$ cat src/rtl/alu_seq_pkg.sv
// Shared types for the ALU sequencer: FSM states, instruction fields, opcodes.
// Build option ALU_SEQUENCER_CMP_EN is consumed by alu_sequencer.sv.
package alu_seq_pkg;

  typedef enum logic [1:0] {
    IDLE,
    EXEC,
    WB
  } state_t;

  localparam int BSEL_B = 19;
  localparam int OP_HI  = 18;
  localparam int OP_LO  = 15;
  localparam int RD_HI  = 14;
  localparam int RD_LO  = 13;
  localparam int RS_HI  = 12;
  localparam int RS_LO  = 11;
  localparam int RT_HI  = 10;
  localparam int RT_LO  = 9;
  localparam int NOWB_B = 8;
  localparam int IMM_HI = 7;
  localparam int IMM_LO = 0;

  localparam logic [3:0] OP_AND  = 4'h0;
  localparam logic [3:0] OP_ADD  = 4'h1;
  localparam logic [3:0] OP_LDI  = 4'hE;
  localparam logic [3:0] OP_HALT = 4'hF;

  typedef struct packed {
    logic       bsel;
    logic [3:0] op;
    logic [1:0] rd;
    logic [1:0] rs;
    logic [1:0] rt;
    logic       nowb;
    logic [7:0] imm;
  } instr_t;

  function automatic instr_t decode(
    input logic [19:0] w
  );
    instr_t d;
    d.bsel = w[BSEL_B];
    d.op   = w[OP_HI:OP_LO];
    d.rd   = w[RD_HI:RD_LO];
    d.rs   = w[RS_HI:RS_LO];
    d.rt   = w[RT_HI:RT_LO];
    d.nowb = w[NOWB_B];
    d.imm  = w[IMM_HI:IMM_LO];
    return d;
  endfunction

endpackage

$ cat src/rtl/alu_seq_regfile.sv
// 4x8 register file: one write port, two operand reads, one debug read.
// All reads are combinational; reset clears every entry.
module alu_seq_regfile
  import alu_seq_pkg::*;
#(
  parameter int NREGS = 4,
  parameter int AW    = $clog2(NREGS)
) (
  input  logic          clk,
  input  logic          rst_n,
  input  logic          we,
  input  logic [AW-1:0] waddr,
  input  logic [7:0]    wdata,
  input  logic [AW-1:0] raddr_a,
  output logic [7:0]    rdata_a,
  input  logic [AW-1:0] raddr_b,
  output logic [7:0]    rdata_b,
  input  logic [AW-1:0] dbg_addr,
  output logic [7:0]    dbg_data
);

  logic [7:0] regs [NREGS];

  always_ff @(posedge clk or negedge rst_n) begin
    if (!rst_n) begin
      for (int i = 0; i < NREGS; i++) begin
        regs[i] <= '0;
      end
    end else if (we) begin
      regs[waddr] <= wdata;
    end
  end

  assign rdata_a  = regs[raddr_a];
  assign rdata_b  = regs[raddr_b];
  assign dbg_data = regs[dbg_addr];

endmodule

$ cat src/rtl/alu_sequencer.sv
// Three-state sequencer driving an external 8-bit ALU with register write-back.
// Define ALU_SEQUENCER_CMP_EN to let nowb suppress ALU-op write-back.
module alu_sequencer
  import alu_seq_pkg::*;
#(
  parameter int INSTR_W = 20,
  parameter int NREGS   = 4
) (
  input  logic               clk,
  input  logic               rst_n,
  input  logic               instr_valid,
  input  logic [INSTR_W-1:0] instr,
  output logic               instr_ready,
  output logic [7:0]         alu_opcode,
  output logic [7:0]         alu_a,
  output logic [7:0]         alu_b,
  input  logic [7:0]         alu_result,
  input  logic               alu_zero,
  input  logic               alu_carry,
  input  logic               alu_negative,
  output logic               flag_z,
  output logic               flag_c,
  output logic               flag_n,
  output logic               done,
  output logic [1:0]         wb_addr,
  output logic [7:0]         wb_data,
  output logic               halted,
  input  logic [1:0]         dbg_addr,
  output logic [7:0]         dbg_data
);

`ifdef ALU_SEQUENCER_CMP_EN
  localparam bit CMP_EN = 1'b1;
`else
  localparam bit CMP_EN = 1'b0;
`endif

  state_t     state_q;
  state_t     state_d;
  instr_t     dec;
  logic       accept;

  logic [3:0] op_q;
  logic [1:0] rd_q;
  logic       nowb_q;
  logic [7:0] imm_q;

  logic [7:0] res_q;
  logic       z_q;
  logic       c_q;
  logic       n_q;

  logic       rf_we;
  logic [7:0] rf_wdata;
  logic [7:0] rdata_a;
  logic [7:0] rdata_b;

  assign dec = decode(instr);

  alu_seq_regfile #(
    .NREGS(NREGS)
  ) u_rf (
    .clk      (clk),
    .rst_n    (rst_n),
    .we       (rf_we),
    .waddr    (rd_q),
    .wdata    (rf_wdata),
    .raddr_a  (dec.rs),
    .rdata_a  (rdata_a),
    .raddr_b  (dec.rt),
    .rdata_b  (rdata_b),
    .dbg_addr (dbg_addr),
    .dbg_data (dbg_data)
  );

  assign instr_ready = (state_q == IDLE) && !halted;
  assign done        = (state_q == WB);

  always_comb begin
    state_d  = state_q;
    accept   = 1'b0;
    rf_we    = 1'b0;
    rf_wdata = res_q;
    unique case (state_q)
      IDLE: begin
        if (instr_valid && instr_ready) begin
          accept  = 1'b1;
          state_d = EXEC;
        end
      end
      EXEC: state_d = WB;
      WB: begin
        state_d = IDLE;
        unique case (1'b1)
          (op_q == OP_LDI): begin
            rf_we    = 1'b1;
            rf_wdata = imm_q;
          end
          (op_q == OP_HALT): rf_we = 1'b0;
          default: rf_we = !(CMP_EN && nowb_q);
        endcase
      end
      default: state_d = IDLE;
    endcase
  end

  always_ff @(posedge clk or negedge rst_n) begin
    if (!rst_n) begin
      state_q <= IDLE;
    end else begin
      state_q <= state_d;
    end
  end

  // Operands are sampled at accept, so they stay put until the next accept.
  always_ff @(posedge clk or negedge rst_n) begin
    if (!rst_n) begin
      op_q       <= '0;
      rd_q       <= '0;
      nowb_q     <= 1'b0;
      imm_q      <= '0;
      alu_opcode <= '0;
      alu_a      <= '0;
      alu_b      <= '0;
    end else if (accept) begin
      op_q       <= dec.op;
      rd_q       <= dec.rd;
      nowb_q     <= dec.nowb;
      imm_q      <= dec.imm;
      alu_opcode <= {4'b0, dec.op};
      alu_a      <= rdata_a;
      alu_b      <= dec.bsel ? dec.imm : rdata_b;
    end
  end

  always_ff @(posedge clk or negedge rst_n) begin
    if (!rst_n) begin
      res_q <= '0;
      z_q   <= 1'b0;
      c_q   <= 1'b0;
      n_q   <= 1'b0;
    end else if (state_q == EXEC) begin
      res_q <= alu_result;
      z_q   <= alu_zero;
      c_q   <= alu_carry;
      n_q   <= alu_negative;
    end
  end

  always_ff @(posedge clk or negedge rst_n) begin
    if (!rst_n) begin
      flag_z  <= 1'b0;
      flag_c  <= 1'b0;
      flag_n  <= 1'b0;
      halted  <= 1'b0;
      wb_addr <= '0;
      wb_data <= '0;
    end else if (state_q == WB) begin
      unique case (1'b1)
        (op_q == OP_LDI): begin
          flag_z <= (imm_q == 8'h00);
          flag_n <= imm_q[7];
        end
        (op_q == OP_HALT): halted <= 1'b1;
        default: begin
          flag_z <= z_q;
          flag_c <= c_q;
          flag_n <= n_q;
        end
      endcase
      if (rf_we) begin
        wb_addr <= rd_q;
        wb_data <= rf_wdata;
      end
    end
  end

endmodule
$ cat config.mk
export PLATFORM = sky130hd
export DESIGN_NAME = alu_sequencer
export DESIGN_NICKNAME = d
export VERILOG_FILES = /design/src/rtl/alu_seq_pkg.sv /design/src/rtl/alu_seq_regfile.sv /design/src/rtl/alu_sequencer.sv
export SDC_FILE = /design/constraint.sdc
export NUM_CORES = 1
export LEC_CHECK = 0
export ABC_AREA = 1
export CORE_MARGIN = 2
export CORE_UTILIZATION = 50
export DETAILED_ROUTE_END_ITERATION = 12
export PLACE_DENSITY = 0.75
export SLEW_MARGIN = 20
export SYNTH_ARGS = -nofsm -noshare
export SYNTH_HDL_FRONTEND = slang
export SYNTH_SLANG_ARGS = --single-unit
$ cat constraint.sdc
create_clock -name clk -period 2.3 [get_ports clk]
set_clock_uncertainty 0.05 [all_clocks]
set_input_delay 0.575 -clock clk [delete_from_list [all_inputs] [get_ports clk]]
set_output_delay 0.575 -clock clk [all_outputs]
set_load 0.02 [all_outputs]
### After elaboration in Yosys (flattened, before gate mapping)

Index checks and enable logic that the tools add are counted.

| storage, ports and cells | value |
|---|---|
| register bits | 89 |
| word-level logic and storage cells | 70 |

| operators by class | value |
|---|---|
| reductions and logical operators | 11 |
| muxes and demuxes | 23 |
| eq/ne operators | 5 |
| $lt $le $gt $ge | 5 |
| bitwise gates (word level) | 6 |

Operator list:

| operator | count |
|---|---|
| $mux 8 | 10 |
| $bmux 8 s2 | 3 |
| $bwmux 32 | 1 |
| $demux 8 s2 | 1 |
| $ge 3x3->1 const B | 4 |
| $not 2->3 | 4 |
| $eq 4x4->1 const B | 2 |
| $logic_not 8->1 | 1 |
| $reduce_and 2->1 | 4 |
| $mux 1 | 4 |
| $pmux 1 s2 | 2 |
| $pmux 2 s2 | 1 |
| $logic_and 1x1->1 | 3 |
| $lt 3x1->1 const B | 1 |
| $eq 2x1->1 const B | 1 |
| $eq 2x2->1 const B | 1 |
| $logic_not 2->1 | 1 |
| $mux 2 | 1 |
| $ne 2x1->1 const B | 1 |
| $not 1->1 | 2 |
| $reduce_or 2->1 | 1 |
| $logic_not 1->1 | 1 |

### Depth between registers and ports, before layout

Gate-level depths: netlist of run 1.

| depth | value |
|---|---|
| word-level depth | 6 |
| gate-level depth with buffers | 8 |
| gate-level depth less buffers | 7 |

### Hierarchy

From an unflattened synthesis of run 1, not the netlist that was laid out.

| unflattened totals | value |
|---|---|
| cell total of the unflattened synthesis | 657 |
| area total of the unflattened synthesis | 4,859.7 sq um |

By module, submodules not included:

| module | area an instance (sq um) | instances | cells each |
|---|---|---|---|
| alu_sequencer | 2,543.7 | 1 | 298 |
| alu_seq_regfile | 2,316.0 | 1 | 359 |

### Least setup slack after synthesis of run 1

Ideal clock, no wire load.

| timing path | value |
|---|---|
| path kind | input-to-output |
| from | input port dbg_addr[0] |
| to | output port dbg_data[3] |
| data arrival time | 1.401 ns |
| path buffers | 1 |
| cell stages on the path | 4 |
| setup slack | 0.274 ns |
| path through | inv_1 > clkbuf_1 > o21ai_0 > o22ai_1 |

| between the ends | value |
|---|---|
| word-level cells in the longest chain between the ends | 4 |

Ends and longest elaborated chain:

| element | line | text |
|---|---|---|
| start, declared | alu_sequencer.sv:28 | `input logic [1:0] dbg_addr,` |
| $not 2->3 (not written as such) | alu_seq_regfile.sv:36 | `assign dbg_data = regs[dbg_addr];` |
| $bmux 8 s2 | alu_seq_regfile.sv:36 |  |
| $mux 8 (not written as such) (2 in series) | alu_seq_regfile.sv:36 |  |
| end, declared | alu_sequencer.sv:29 | `output logic [7:0] dbg_data` |

No other way between the ends. The select of a mux whose other input is x is not followed.

### Worst setup path after layout of run 1

| timing path | value |
|---|---|
| from | register state_q[0] |
| to | output port done |

| between the ends | value |
|---|---|
| word-level cells in the longest chain between the ends | 1 |

Ends and longest elaborated chain:

| element | line | text |
|---|---|---|
| start, declared | alu_sequencer.sv:38 | `state_t state_q;` |
| start signal, assigned | alu_sequencer.sv:111 | `state_q <= state_d;` |
| $eq 2x2->1 | alu_sequencer.sv:77 | `assign done = (state_q == WB);` |
| end, declared | alu_sequencer.sv:24 | `output logic done,` |

No other way between the ends.

==> flow_summary.toml, run 1 <==
[yosys]
synth.top_cell.area_share_pct = 48.9
yosysSeqAreaShare_pct = 48.9
synthArstFlopShare_pct = 100
netlist_instances = 615
syn_area_um2 = 4550
yosys.area.top_type = "dfrtp_1"
synth_enable_flop_cells = 0
avgSynthCellArea_um2 = 7.40
yosysWarningCount = 0
synth.area.top_cells = "dfrtp_1 49%, nand2_1 19%, nand3_1 7.8%, o21ai_0 5.9%, nor2_1 5.2%"
post_synth_num_cell_types = 22
synth_top_flop_cell = "dfrtp_1"
synth.top_cells.by_count = "225 x nand2_1, 89 x dfrtp_1, 71 x nand3_1, 63 x nor2_1, 54 x o21ai_0"
yosysMostFrequentCell = "nand2_1"
ys_ff_latch = 89

[cts]
clk_latency_ns = 0.36
numClockSinks = 89
path_clk_slew_ns = 0.09
root_buffer = "clkbuf_8"
htree_levels = 3
cts_resized = 44
clockBufferDepth = 2
numCtsBuffers = 9
cts_tree = "done"
cts_post_setup_buffers_inserted = 0
ctsHoldBuffers = 0

[worst_setup_path]
required_ns = 1.67
path_class = "register to output port"
crit_chain = "nor2_8 > clkdlybuf4s50_1"
critPathSlowestCell = "clkdlybuf4s50_1"
critPathMaxFanout = 3
crit_arrival_ns = 1.59
endpoint_kind = "output port"
worst_setup_path_start_kind = "register"
cp_slowest_stage_delay_ns = 0.62

[timing]
setup_viol = 0
slew_headroom_pct = 66.2
tns_ns = 0
finalMaxSlewViolations = 0
hold_viol = 0
rsz0062_at_grt = "no"
fmax_mhz = 452
worst_slack_ns = 0.0853
tightestPinTransition_ns = 0.506
timing.final.crit_share_pct = 96.3
period_needed_ns = 2.21

[global_routing]
antenna_found_initial = 0
grt_pass1_wl_um = 21500
grt_start_max_net_pins = 38
track_usage_pct = 27.8
grt-ovfl-total = 0
first_global_vias = 4148

[floorplan]
fp-row-count = 34
core_um2 = 8760
start_util_pct = 51.9
die_h_um = 99.4
die_w_um = 99.4
die_area_um2 = 9880
ios = 84

[pwr]
power_leakage_nw = 2.93
powerDensity_nw_per_um2 = 1260
irDropWorstVdd_mv = 0.738
power_w = 0.00719

[finish]
n_fill_cell = 771
post-route-cell-area_um2 = 5720
syn2layout_area_growth_pct = 25.7
nets = 742
final_layout_size_suffix_gt1_share_pct = 9.28
antenna_cells = 0

[detailed_routing]
firstDrtPassIters = 5
wl_um = 12900
drc = 0
wl_per_cell_um = 15.7
viasPerCell = 5.34
detail-route-antenna-nets = 0
drt_iter0_drc = 337
num_vias = 4370

[place]
dp_worst_setup_slack_ns = -0.547
gp_congestion = 0.916
portBuffers = 78
dp_hpwl_um = 9680
postPlaceCellArea_um2 = 5540

[status]
status = "complete, no violations"

[run]
maxCapViolCount = 0

[min_path]
hold_path.class = "input pin to async pin"
stage by stage:
step,util (%),std cells,hold WS (ns)
final,65.3,819,0.114
after global routing,65.3,819,0.154
after CTS,65.2,819,0.127
after detailed placement,63.2,803,0.415
after global placement,63.2,803,0.413
after floorplan,-,618,0.229
worst max-delay path: cells and delay by family (launching register included):
kind                   cells  cell delay (ns)
DFF                        1             0.46
buffers and inverters      1             0.62
and+or+nand+nor            1             0.15
placed cells by master, fill, tap and decap left out, drive strengths merged:
cell type,synthesis,final
a21boi,8,8
buf,20,33
bufinv,0,1
clkbuf,5,10
clkdlybuf4s50,0,66
clkinv,0,4
conb,1,4
dfrtp,89,89
dlygate4sd2,0,2
dlymetal6s2s,0,1
inv,53,54
nand2,225,225
nand3,75,75
nand4,1,1
nor2,70,70
nor3,1,1
o21ai,59,59
o22ai,8,8
logic make-up (layout without fill, tap and decap cells):
group / count (synthesis) / in the layout / synth area share (%)
AOI/OAI and AO/OA: 75 / 75 / 9.15
buffers and inverters: 78 / 171 / 7.45
DFF: 89 / 89 / 48.9
and+or+nand+nor: 372 / 372 / 34.4
other: 1 / 4 / 0.0824
worst paths after layout:
kind / to / depth (start not counted) / start / slack [ns]
worst min register to register: n_q / 2 / n_q / 0.43
worst min-delay path: alu_a[2] / 1 / rst_n / 0.11
min in group clk: n_q / 2 / n_q / 0.43
max in group asynchronous: u_rf.regs[28] / 2 / rst_n / 1.49
worst max-delay path: done / 2 / state_q[0] / 0.09
worst max register to register: u_rf.regs[6] / 7 / state_q[0] / 0.40
flip-flops by register name, summed over array words and instances (netlist names), 2 cells and up:
signal     count
wb_data        8
wb_addr        2
rd_q           2
u_rf.regs     32
op_q           4
res_q          8
imm_q          8
state_q        2
alu_b          8
alu_a          8
power by group:
part | leakage [nW] | internal, W | total, W | switching [W]
logic | 1.70 | 0.00131 | 0.00322 | 0.00191
registers | 1.12 | 0.00226 | 0.00286 | 0.000605
clock network | 0.107 | 0.000536 | 0.00111 | 0.000575
total | 2.93 | 0.00410 | 0.00719 | 0.00309
cell type report:
type                    count  area [µm²]  area share (%)
well taps                 108         135            2.36
inverters                  53         199            3.48
flip-flops and latches     89        2230            38.9
multi-input cells         451        2000            35.0
repair buffers            102         955            16.7
clock inverters             6        66.3            1.16
clock buffers              10         138            2.41
layer usage:
metal	global-route usage, %	vias to the layer above	wire (µm)
li1	-	2124	-
met1	41.4	2058	5870
met2	42.2	169	5910
met3	3.79	19	860
met4	9.48	0	265
met5	0	-	0
(Power assumes the default switching activity.)
==> run 2: changes to the inputs <==
CAP_MARGIN = 5   (was unset)
==> results of run 2 <==
The final DEF is identical to that of run 1; final timing and power are the same.
==> run 3: changes to the inputs <==
CORE_ASPECT_RATIO = 0.6   (was unset)
SETUP_SLACK_MARGIN = 0.05   (was unset)
==> run 3 against run 2 <==
Net effect: non-clock buffer count down 5; critical path depth up 4; global-route usage up 1.9 points; first-iteration DRC count up 72%; maximum frequency up 2.0%; register-to-register slack worse by 0.05 ns; die area up 0.25%; core utilization up 0.89 points; final area up 0.46%; clock power up 20%.
==> flow_summary.toml, run 3 (synthesis gave the netlist of run 1 again) <==
[worst_setup_path]
critPathMaxFanout = 9
endpoint_kind = "output port"
required_ns = 1.67
reg2reg_setup_slack_ns = 0.35
crit_arrival_ns = 1.55
path_class = "input pin to output port"
worst_setup_path_start_kind = "input pin"

[cts]
htree_levels = 3
cts_tree = "done"
path_clk_slew_ns = 0.06
numClockSinks = 89
ctsHoldBuffers = 0
root_buffer = "clkbuf_16"
clk_latency_ns = 0.34
numCtsBuffers = 9
clockBufferDepth = 2

[floorplan]
start_util_pct = 52.4
die_w_um = 127
fp-row-count = 26
die_area_um2 = 9910
ios = 84
die_h_um = 77.9
core_um2 = 8690

[min_path]
hold_path.class = "input pin to async pin"

[place]
gp_congestion = 1.06
portBuffers = 78
dp_hpwl_um = 10200
dp_cells = 800
postPlaceCellArea_um2 = 5510

[finish]
layout_commonest_cell = "nand2_1"
post-route-cell-area_um2 = 5750
fin_cells = 817
final_core_util_pct = 66.2
final_layout_size_suffix_gt1_share_pct = 8.51
largest_register_ffs = 32
nets = 737
final_cell_mix = "225 x nand2_1, 89 x dfrtp_1, 71 x nand3_1"
antenna_cells = 0
syn2layout_area_growth_pct = 26.3
top_register = "u_rf.regs"

[global_routing]
grt_pass1_wl_um = 22300
track_usage_pct = 29.8
grt_start_max_net_pins = 42
antenna_found_initial = 0
grt-ovfl-total = 0
first_global_vias = 4223

[status]
status = "complete, no violations"

[detailed_routing]
firstDrtPassIters = 6
num_vias = 4515
wl_um = 13900
detail-route-antenna-nets = 0
wl_per_cell_um = 17.0
drt_iter0_drc = 578
drc = 0
viasPerCell = 5.53

[timing]
timing.final.crit_share_pct = 94.4
period_needed_ns = 2.17
rsz0062_at_grt = "no"
fmax_mhz = 460
slew_headroom_pct = 59.6
hold_viol = 0
finalMaxSlewViolations = 0
tightestPinTransition_ns = 0.604
worst_hold_slack_ns = 0.170
tns_ns = 0
setup_viol = 0

[pwr]
power_leakage_nw = 2.92
powerDensity_nw_per_um2 = 1300
irDropWorstVdd_mv = 0.787

[run]
maxCapViolCount = 0
==> run 3: changes by cell type in the layout (fill, tap and decap cells not counted), sizes merged, moves of 2 or more <==
| cell | before | now |
|---|---|---|
| buf | 33 | 26 |
| clkbuf | 10 | 14 |
| clkdlybuf4s15 | 0 | 2 |
| clkinv | 4 | 2 |
==> run 3: cell type report <==
cell class,instances,area [µm²]
sequential,89,2230
multi-input combinational,451,2000
inverter,53,199
clock inverter,3,17.5
fill,738,2940
tap,112,140
clock buffer,12,246
timing repair buffer,97,920
==> run 3: path summary, 6_finish.rpt <==
kind | start | end | depth (start not counted)
max | dbg_addr[1] | dbg_data[5] | 6
min | rst_n | op_q[0] | 1
max reg2reg | state_q[0] | u_rf.regs[3] | 7
min reg2reg | alu_a[6] | alu_a[6] | 2
max in group asynchronous | rst_n | u_rf.regs[30] | 2
min in group clk | alu_a[6] | alu_a[6] | 2
==> run 3: report_power, final <==
group	total [W]	internal, W	switching [W]
Sequential	0.00293	0.00226	0.000673
Clock	0.00133	0.000752	0.000575
Combinational	0.00319	0.00125	0.00194
==> run 3: per-layer routing <==
layer	wire length, µm	track usage [%]
met2	5510	40.9
met4	318	10.0
met1	6320	44.5
met5	0	0
met3	1770	9.03
==> run 3: critical path, stage by stage <==
cell and delay, ns:
clkbuf_2 0.16, inv_2 0.11, buf_4 0.13, o21ai_0 0.11, o22ai_1 0.16, clkdlybuf4s15_2 0.29
==> run 3: per-stage QoR <==
stage | worst slack, ns | total power (W)
floorplan | 0.274 | 0.00466
global placement | -0.562 | 0.00599
detailed placement | -0.653 | 0.00610
CTS | 0.0128 | 0.00742
global route | 0.0963 | 0.00795
finish | 0.128 | 0.00745
==> run 3: what timing repair did <==
item / CTS / global route
resized for setup: 35 / 5
setup endpoints to repair: 9 / 7
buffers inserted: 0 / 2
pin swaps: 0 / 1
